**src/rtl/cache_fill_writer_pkg.sv**
```systemverilog
// Shared types and field widths for the cache fill writer.
package cache_fill_writer_pkg;

    typedef enum logic [1:0] {
        ST_IDLE   = 2'd0,
        ST_FILL   = 2'd1,
        ST_COMMIT = 2'd2
    } fill_state_e;

    localparam int unsigned ADDR_W   = 16;
    localparam int unsigned OFFSET_W = 4;
    localparam int unsigned WORD_W   = 3;
    localparam int unsigned DATA_W   = 16;

    // Tag bits left after removing the set index and block offset.
    function automatic int unsigned tag_width(input int unsigned sets);
        return ADDR_W - OFFSET_W - int'($clog2(sets));
    endfunction

endpackage

```
**src/rtl/cache_fill_writer_word_counter.sv**
```systemverilog
// Word counter for a block fill: load-zero, increment, terminal-count flag.
module fill_word_counter #(
    parameter int unsigned WORDS = 8,
    localparam int unsigned CNT_W = $clog2(WORDS)
) (
    input  logic             clk,
    input  logic             rst,
    input  logic             load_zero,
    input  logic             incr,
    output logic [CNT_W-1:0] count,
    output logic             terminal
);

    // Counter register; wraps naturally when the last word is taken.
    always_ff @(posedge clk) begin
        if (rst) begin
            count <= '0;
        end else if (load_zero) begin
            count <= '0;
        end else if (incr) begin
            count <= count + CNT_W'(1);
        end
    end

    assign terminal = (count == CNT_W'(WORDS - 1));

endmodule

```
**src/rtl/cache_fill_writer.sv**
```systemverilog
// Cache block fill writer: streams returning memory words into the data
// array, then writes {valid, tag} to the metadata array in one COMMIT cycle.
// Optional macro CACHE_FILL_BYPASS_EN adds a critical-word bypass port.
module cache_fill_writer
    import cache_fill_writer_pkg::*;
#(
    parameter int unsigned SETS  = 64,
    parameter int unsigned WORDS = 8,
    localparam int unsigned SET_W = $clog2(SETS),
    localparam int unsigned CNT_W = $clog2(WORDS),
    localparam int unsigned TAG_W = tag_width(SETS)
) (
    input  logic               clk,
    input  logic               rst,
    input  logic               fill_start,
    input  logic [ADDR_W-1:0]  fill_address,
    input  logic               victim_way,
    input  logic               mem_data_valid,
    input  logic [DATA_W-1:0]  mem_data,
    output logic               busy,
    output logic               data_wen,
    output logic [SET_W-1:0]   data_set,
    output logic               data_way,
    output logic [WORDS-1:0]   data_word_en,
    output logic [DATA_W-1:0]  data_wdata,
    output logic               meta_wen,
    output logic [TAG_W:0]     meta_wdata,
    output logic               fill_done,
    output logic               fill_error
`ifdef CACHE_FILL_BYPASS_EN
    ,
    output logic               bypass_valid,
    output logic [DATA_W-1:0]  bypass_data
`endif
);

    fill_state_e        state_q;
    fill_state_e        state_d;
    logic [TAG_W-1:0]   tag_q;
    logic [SET_W-1:0]   set_q;
    logic               way_q;
    logic [WORD_W-1:0]  req_word_q;
    logic               error_q;
    logic               start_accept;
    logic               word_write;
    logic               commit;
    logic               stray_valid;
    logic [CNT_W-1:0]   word_count;
    logic               last_word;

    fill_word_counter #(.WORDS(WORDS)) u_word_counter (
        .clk       (clk),
        .rst       (rst),
        .load_zero (start_accept),
        .incr      (word_write),
        .count     (word_count),
        .terminal  (last_word)
    );

    // State register.
    always_ff @(posedge clk) begin
        if (rst) begin
            state_q <= ST_IDLE;
        end else begin
            state_q <= state_d;
        end
    end

    // Next state and per-cycle strobes; reset suppresses every strobe so a
    // COMMIT cycle coinciding with reset never writes metadata.
    always_comb begin
        state_d      = state_q;
        start_accept = 1'b0;
        word_write   = 1'b0;
        commit       = 1'b0;
        stray_valid  = 1'b0;
        case (state_q)
            ST_IDLE: begin
                stray_valid = mem_data_valid;
                if (fill_start) begin
                    start_accept = 1'b1;
                    state_d      = ST_FILL;
                end
            end
            ST_FILL: begin
                if (mem_data_valid) begin
                    word_write = 1'b1;
                    if (last_word) begin
                        state_d = ST_COMMIT;
                    end
                end
            end
            ST_COMMIT: begin
                stray_valid = mem_data_valid;
                commit      = 1'b1;
                state_d     = ST_IDLE;
            end
            default: begin
                state_d = ST_IDLE;
            end
        endcase
        if (rst) begin
            start_accept = 1'b0;
            word_write   = 1'b0;
            commit       = 1'b0;
            stray_valid  = 1'b0;
        end
    end

    // Capture the fill target when a fill is accepted.
    always_ff @(posedge clk) begin
        if (rst) begin
            tag_q      <= '0;
            set_q      <= '0;
            way_q      <= 1'b0;
            req_word_q <= '0;
        end else if (start_accept) begin
            tag_q      <= fill_address[ADDR_W-1 -: TAG_W];
            set_q      <= fill_address[OFFSET_W +: SET_W];
            way_q      <= victim_way;
            req_word_q <= fill_address[OFFSET_W-1 -: WORD_W];
        end
    end

    // Sticky protocol error: data returned while no fill is collecting words.
    always_ff @(posedge clk) begin
        if (rst) begin
            error_q <= 1'b0;
        end else if (stray_valid) begin
            error_q <= 1'b1;
        end
    end

    // Data-array write port, one word per accepted valid.
    always_comb begin
        data_word_en = '0;
        if (word_write) begin
            data_word_en[word_count] = 1'b1;
        end
    end

    assign busy       = (state_q != ST_IDLE);
    assign data_wen   = word_write;
    assign data_wdata = word_write ? mem_data : '0;
    assign data_set   = set_q;
    assign data_way   = way_q;
    assign meta_wen   = commit;
    assign fill_done  = commit;
    assign meta_wdata = {1'b1, tag_q};
    assign fill_error = error_q;

`ifdef CACHE_FILL_BYPASS_EN
    logic bypass_hit;
    logic unused_bits;

    assign bypass_hit   = word_write && (word_count == CNT_W'(req_word_q));
    assign bypass_valid = bypass_hit;
    assign bypass_data  = bypass_hit ? mem_data : '0;
    assign unused_bits  = fill_address[0];
`else
    logic unused_bits;

    assign unused_bits = ^{fill_address[0], req_word_q};
`endif

endmodule

```
**config.mk**
```make
export PLATFORM = sky130hd
export DESIGN_NAME = cache_fill_writer
export DESIGN_NICKNAME = d
export VERILOG_FILES = /design/src/rtl/cache_fill_writer_pkg.sv /design/src/rtl/cache_fill_writer_word_counter.sv /design/src/rtl/cache_fill_writer.sv
export SDC_FILE = /design/constraint.sdc
export NUM_CORES = 1
export LEC_CHECK = 0
export CELL_PAD_IN_SITES_DETAIL_PLACEMENT = 1
export CELL_PAD_IN_SITES_GLOBAL_PLACEMENT = 1
export CORE_MARGIN = 4
export CORE_UTILIZATION = 23
export CTS_CLUSTER_SIZE = 30
export DETAILED_ROUTE_END_ITERATION = 12
export PLACE_DENSITY_LB_ADDON = 0.1
export SYNTH_ARGS = -nofsm -noshare
export SYNTH_HDL_FRONTEND = slang
export SYNTH_HIERARCHICAL = 1
export SYNTH_SLANG_ARGS = --single-unit
```
**constraint.sdc**
```tcl
create_clock -name clk -period 1.46 [get_ports clk]
set_clock_uncertainty 0.05 [all_clocks]
set_input_delay 0.292 -clock clk [delete_from_list [all_inputs] [get_ports clk]]
set_output_delay 0.292 -clock clk [all_outputs]
set_load 0.1 [all_outputs]
```
[Word level (Yosys, flattened, before mapping)]
Index checks and enable logic that the tools add are counted.
Word-level totals
  logic and storage cells: 39
  flip-flop bits (word level): 19
  output and inout bits: 43
  input bits: 37
Operators by class
  add/subtract/negate cells: 1
  reduce and logical (&&, ||, !) cells: 6
  order comparisons: 2
  eq/ne operators: 6
  mux-type cells: 18
Operators with widths (number)
  $mux 16: 1
  $mux 1: 11
  $mux 8: 1
  $mux 2: 3
  $ne 2x2->1 const B: 3
  $lt 3x4->1 const B: 1
  $pmux 2 s2: 1
  $reduce_or 2->1: 2
  $add 3x1->3 const B: 1
  $demux 1 s3: 1
  $eq 3x3->1 const B: 1
  $ge 3x1->1 const B: 1
  $reduce_and 3->1: 1
  $eq 2x1->1 const B: 1
  $eq 2x2->1 const B: 1
  $logic_not 2->1: 1
  $reduce_bool 2->1: 1
  $logic_and 1x1->1: 1

[Depth between registers and ports, before layout]
Gate-level depths: netlist (run 1).
  depth in word-level cells: 5
  gate-level depth with buffers: 6
  depth with buffers taken out: 4

[Modules after synthesis]
Netlist (run 1), hierarchy kept.
Modules (own cells, without submodules)
  cache_fill_writer: instances 1, cells an instance 104, seq. area each 320.3 µm², area each 949.7 µm²
  fill_word_counter: instances 1, cells an instance 11, seq. area each 60.1 µm², area each 133.9 µm²

[Least setup slack after synthesis (run 1)]
OpenSTA, ideal clock, no wires.
  path type: register -> output
  from: register state_q[0]
  to: output port data_word_en[0]
  path slack: -2.415 ns
  data required time: 1.118 ns
  arrival time: 3.533 ns
  path buffers: 1
  cell stages (with the launch flop): 4
  path through: dfxtp_1 > nand4bb_1 > buf_6 > nor4_1
Between the ends
  word-level cells in the longest chain between the ends: 4
RTL lines
  start, declared: RTL line cache_fill_writer.sv:37  | fill_state_e state_q;
  start signal, assigned: RTL line cache_fill_writer.sv:65  | state_q <= state_d;
  $eq 2x1->1: RTL line cache_fill_writer.sv:77  | case (state_q)
  $mux 1: RTL line cache_fill_writer.sv:77
  $mux 1: RTL line cache_fill_writer.sv:102  | if (rst) begin
  $mux 8: RTL line cache_fill_writer.sv:137  | if (word_write) begin
  end, declared: RTL line cache_fill_writer.sv:24  | output logic [WORDS-1:0] data_word_en,
No other way between the ends.

[Worst setup path in the final report (run 1)]
  from: register state_q[1]
  to: output port data_word_en[5]
Same word-level chain as after synthesis.

==> results of run 1 <==
## power by group through the flow
stage / Sequential [W] / Combinational [W] / Clock (W)
CTS: 0.000577 / 0.000709 / 0.000385
detailed placement: 0.000588 / 0.000702 / 0
finish: 0.000577 / 0.000717 / 0.000374
global placement: 0.000586 / 0.000690 / 0
floorplan: 0.000753 / 0.000238 / 0
global route: 0.000581 / 0.000742 / 0.000412
## what timing repair did
action | in CTS | in global routing
pin swaps | 4 | 2
resized for setup | 6 | 12
setup buffers | 1 | 2
setup endpoints to repair | 31 | 31
gates cloned | 0 | 1
hold buffers | 0 | 0
## layer usage
layer / wire (um) / vias up / part of all wire, % / track usage [%]
met1: 1450 / 520 / 38 / 14.1
li1: - / 549 / - / -
met2: 2080 / 47 / 55 / 24.9
met3: 210 / 4 / 5.6 / 3.07
met4: 29 / 0 / 0.77 / 2.17
met5: 0 / - / 0 / 0
## flip-flops by register name, indices dropped and copies added, names as in the netlist
signal	cells
data_set	6
data_way	1
fill_error	1
state_q	2
tag_q	6
u_word_counter/count	3
## worst min-delay path: stages
cell	delay [ns]
clkbuf_2	0.17
buf_12	0.17
nor4_2	0.05
## per-stage QoR
stage	setup TNS (ns)	cells	power [W]	hold slack [ns]	cell area, sq um
6_report	-8.20	254	0.00167	0.415	2700
5_1_grt	-11.00	254	0.00174	0.436	2700
4_1_cts	-8.49	251	0.00167	0.450	2630
3_5_place_dp	-16.16	246	0.00129	0.439	2550
3_3_place_gp	-15.45	246	0.00128	0.425	2550
2_1_floorplan	-6.81	115	0.000991	0.305	1290
## area by class of cell
| type | instances | area [sq um] | share of cell area (%) |
|---|---|---|---|
| clock inverter | 1 | 7.51 | 0.278 |
| tap | 52 | 65.1 | 2.41 |
| clock buffer | 3 | 41.3 | 1.53 |
| timing repair buffer | 91 | 1370 | 50.5 |
| sequential | 19 | 392 | 14.5 |
| multi-input combinational | 85 | 813 | 30.1 |
| inverter | 3 | 20.0 | 0.740 |
## final timing paths
kind | startpoint | to | slack (ns) | depth (start not counted)
hold reg to reg | fill_error | fill_error | 0.44 | 2
setup reg to reg | state_q[1] | data_set[4] | 0.01 | 6
hold / removal | rst | state_q[0] | 0.42 | 3
setup / recovery | state_q[1] | data_word_en[5] | -0.36 | 4
## cell usage after synthesis (2+ instances only)
master and count:
buf_4 2, inv_1 2, nor4b_2 2, mux2i_1 15, nor3_1 6, dfxtp_1 19
nand2b_1 28, clkbuf_1 3, and2_1 17, buf_6 3, nor4_1 3, ha_1 2
## cell families after synthesis
| kind of cell | synth area share, % |
|---|---|
| and+or+nand+nor | 40.1 |
| DFF | 35.1 |
| muxes | 13.9 |
| buffers and inverters | 7.04 |
| adders and majority gates | 2.31 |
| other | 0.346 |
| AOI/OAI and AO/OA | 0.461 |
| xor gates and xnor gates | 0.808 |
==> run_results.csv, run 1 <==
group,metric,value,unit
place,pre_cts_ws,-0.580,ns
pwr,p_leak,1.07,nW
place,dpl.hpwl,3050,um
place,place_congestion,0.747,
yosys,yosysSeqAreaShare,35.1,%
worst_setup_path,cp_max_fo,7,
sta,drv_slew,0,
cts,cts_tree,"done",
layout,nNetsFinal,242,
pwr,netSwitchingFraction,37.1,%
pwr,seq_power_share,34.6,%
layout,mostFrequentLayoutCell,"buf_12",
layout,final_cell_mix,"46 x buf_12, 30 x clkdlybuf4s50_1, 27 x nand2b_1",
routing,first_iter_violations,12,
cts,cts.sinks,19,
yosys,synth_fp_nets,154,
yosys,synth_top_area_share,35.1,%
routing,viasPerCell,4.41,
global_routing,grt_overflow,0,
cts,clk_latency,0.25,ns
floorplan,initial_core_util,24.4,%
yosys,synth.largest_area_cell,"dfxtp_1",
worst_setup_path,critical_path.most_common_cell,"buf_12",
floorplan,dieArea,5870,sq um
yosys,synth_area_leaders,"dfxtp_1 35%, nand2b_1 16%, mux2i_1 14%, and2_1 9.8%, buf_6 3.1%",
worst_setup_path,critPathTopFamily,"simple AND/OR/NAND/NOR gates",
routing,avgRoutedWirePerCell,14.9,um
worst_setup_path,arrival,1.48,ns
cts,root_buffer,"clkbuf_8",
worst_setup_path,cp-start-kind,"flop",
yosys,netlist_area,1080,sq um
worst_setup_path,cpPeakStageDelay,0.33,ns
outcome,violations,"setup timing",
routing,drc,0,
sta,setup_viol,28,
layout,fin_util,60.8,%
worst_setup_path,cp_slowest_cell,"dfxtp_2",
sta,layout_min_cycle_time,1.82,ns
layout,fillers,431,
worst_setup_path,critPathKind,"flop to output port",
worst_setup_path,cp_num_buf_inv,2,
worst_hold_path,hold_class,"primary input to flop",
sta,worst_slack,-0.365,ns
yosys,synth.avg_cell_area,9.42,sq um
routing,drt_wl_total,3770,um
floorplan,die_w,76.6,um
routing,ant_nets,0,
yosys,synth_seq_cells,19,
sta,rsz0062_at_grt,"yes",
layout,antennaDiodeCount,0,
yosys,synth-edff-count,0,
pwr,peakVddDrop,0.000573,V
cts,clk_path_buf_depth,2,
cts,htreeDepth,1,
pwr,combPwrFrac,43.0,%
yosys,synthCells,115,
yosys,synthArstFlopShare,0,%
layout,drive_gt1_share,52.0,%
place,port_buffers,74,
pwr,p_clk_share,22.4,%
worst_setup_path,path_cells,"nand4bb_4 > buf_12 > nor4b_4 > buf_12",
yosys,yosysWarnings,6,
cts,clk_pin_slew,0.08,ns
sta,post-route-period-util,125,%
yosys,ys.flop_type,"dfxtp_1",
cts,cts_buffers,3,
global_routing,grt_max_degree,34,
worst_setup_path,crit_required,1.12,ns
pwr,power.internal,0.00105,W
layout,area_growth,150,%
global_routing,groute.usage.overall,12.8,%
sta,fmax,548,MHz
outcome,status,"complete, but fails checks",
pwr,p_per_area,617,nW/um^2
worst_setup_path,end_kind,"output port",
floorplan,ioPinCount,80,
sta,finalHoldViolCount,0,
routing,drt_first_pass_iters,4,
floorplan,rows,24,
pwr,power.switching,0.000619,W
flow_run,maxCapViolations,0,
yosys,ys_types,25,
global_routing,first_global_vias,1243,
global_routing,grt_first_pass_wirelength,6240,um
floorplan,die_h,76.6,um
floorplan,core_area,4440,sq um
global_routing,antenna_found_initial,0,
routing,route.vias.total,1120,
Power figures use the tool's default switching activity.
==> run 2: changes to the inputs <==
--- a/config.mk
+++ b/config.mk
@@ -5,6 +5,7 @@
 export SDC_FILE = /design/constraint.sdc
 export NUM_CORES = 1
 export LEC_CHECK = 0
+export CAP_MARGIN = 20
 export CELL_PAD_IN_SITES_DETAIL_PLACEMENT = 1
 export CELL_PAD_IN_SITES_GLOBAL_PLACEMENT = 1
 export CORE_MARGIN = 4
==> results of run 2 <==
The final DEF is identical to that of run 1; final timing and power are the same.
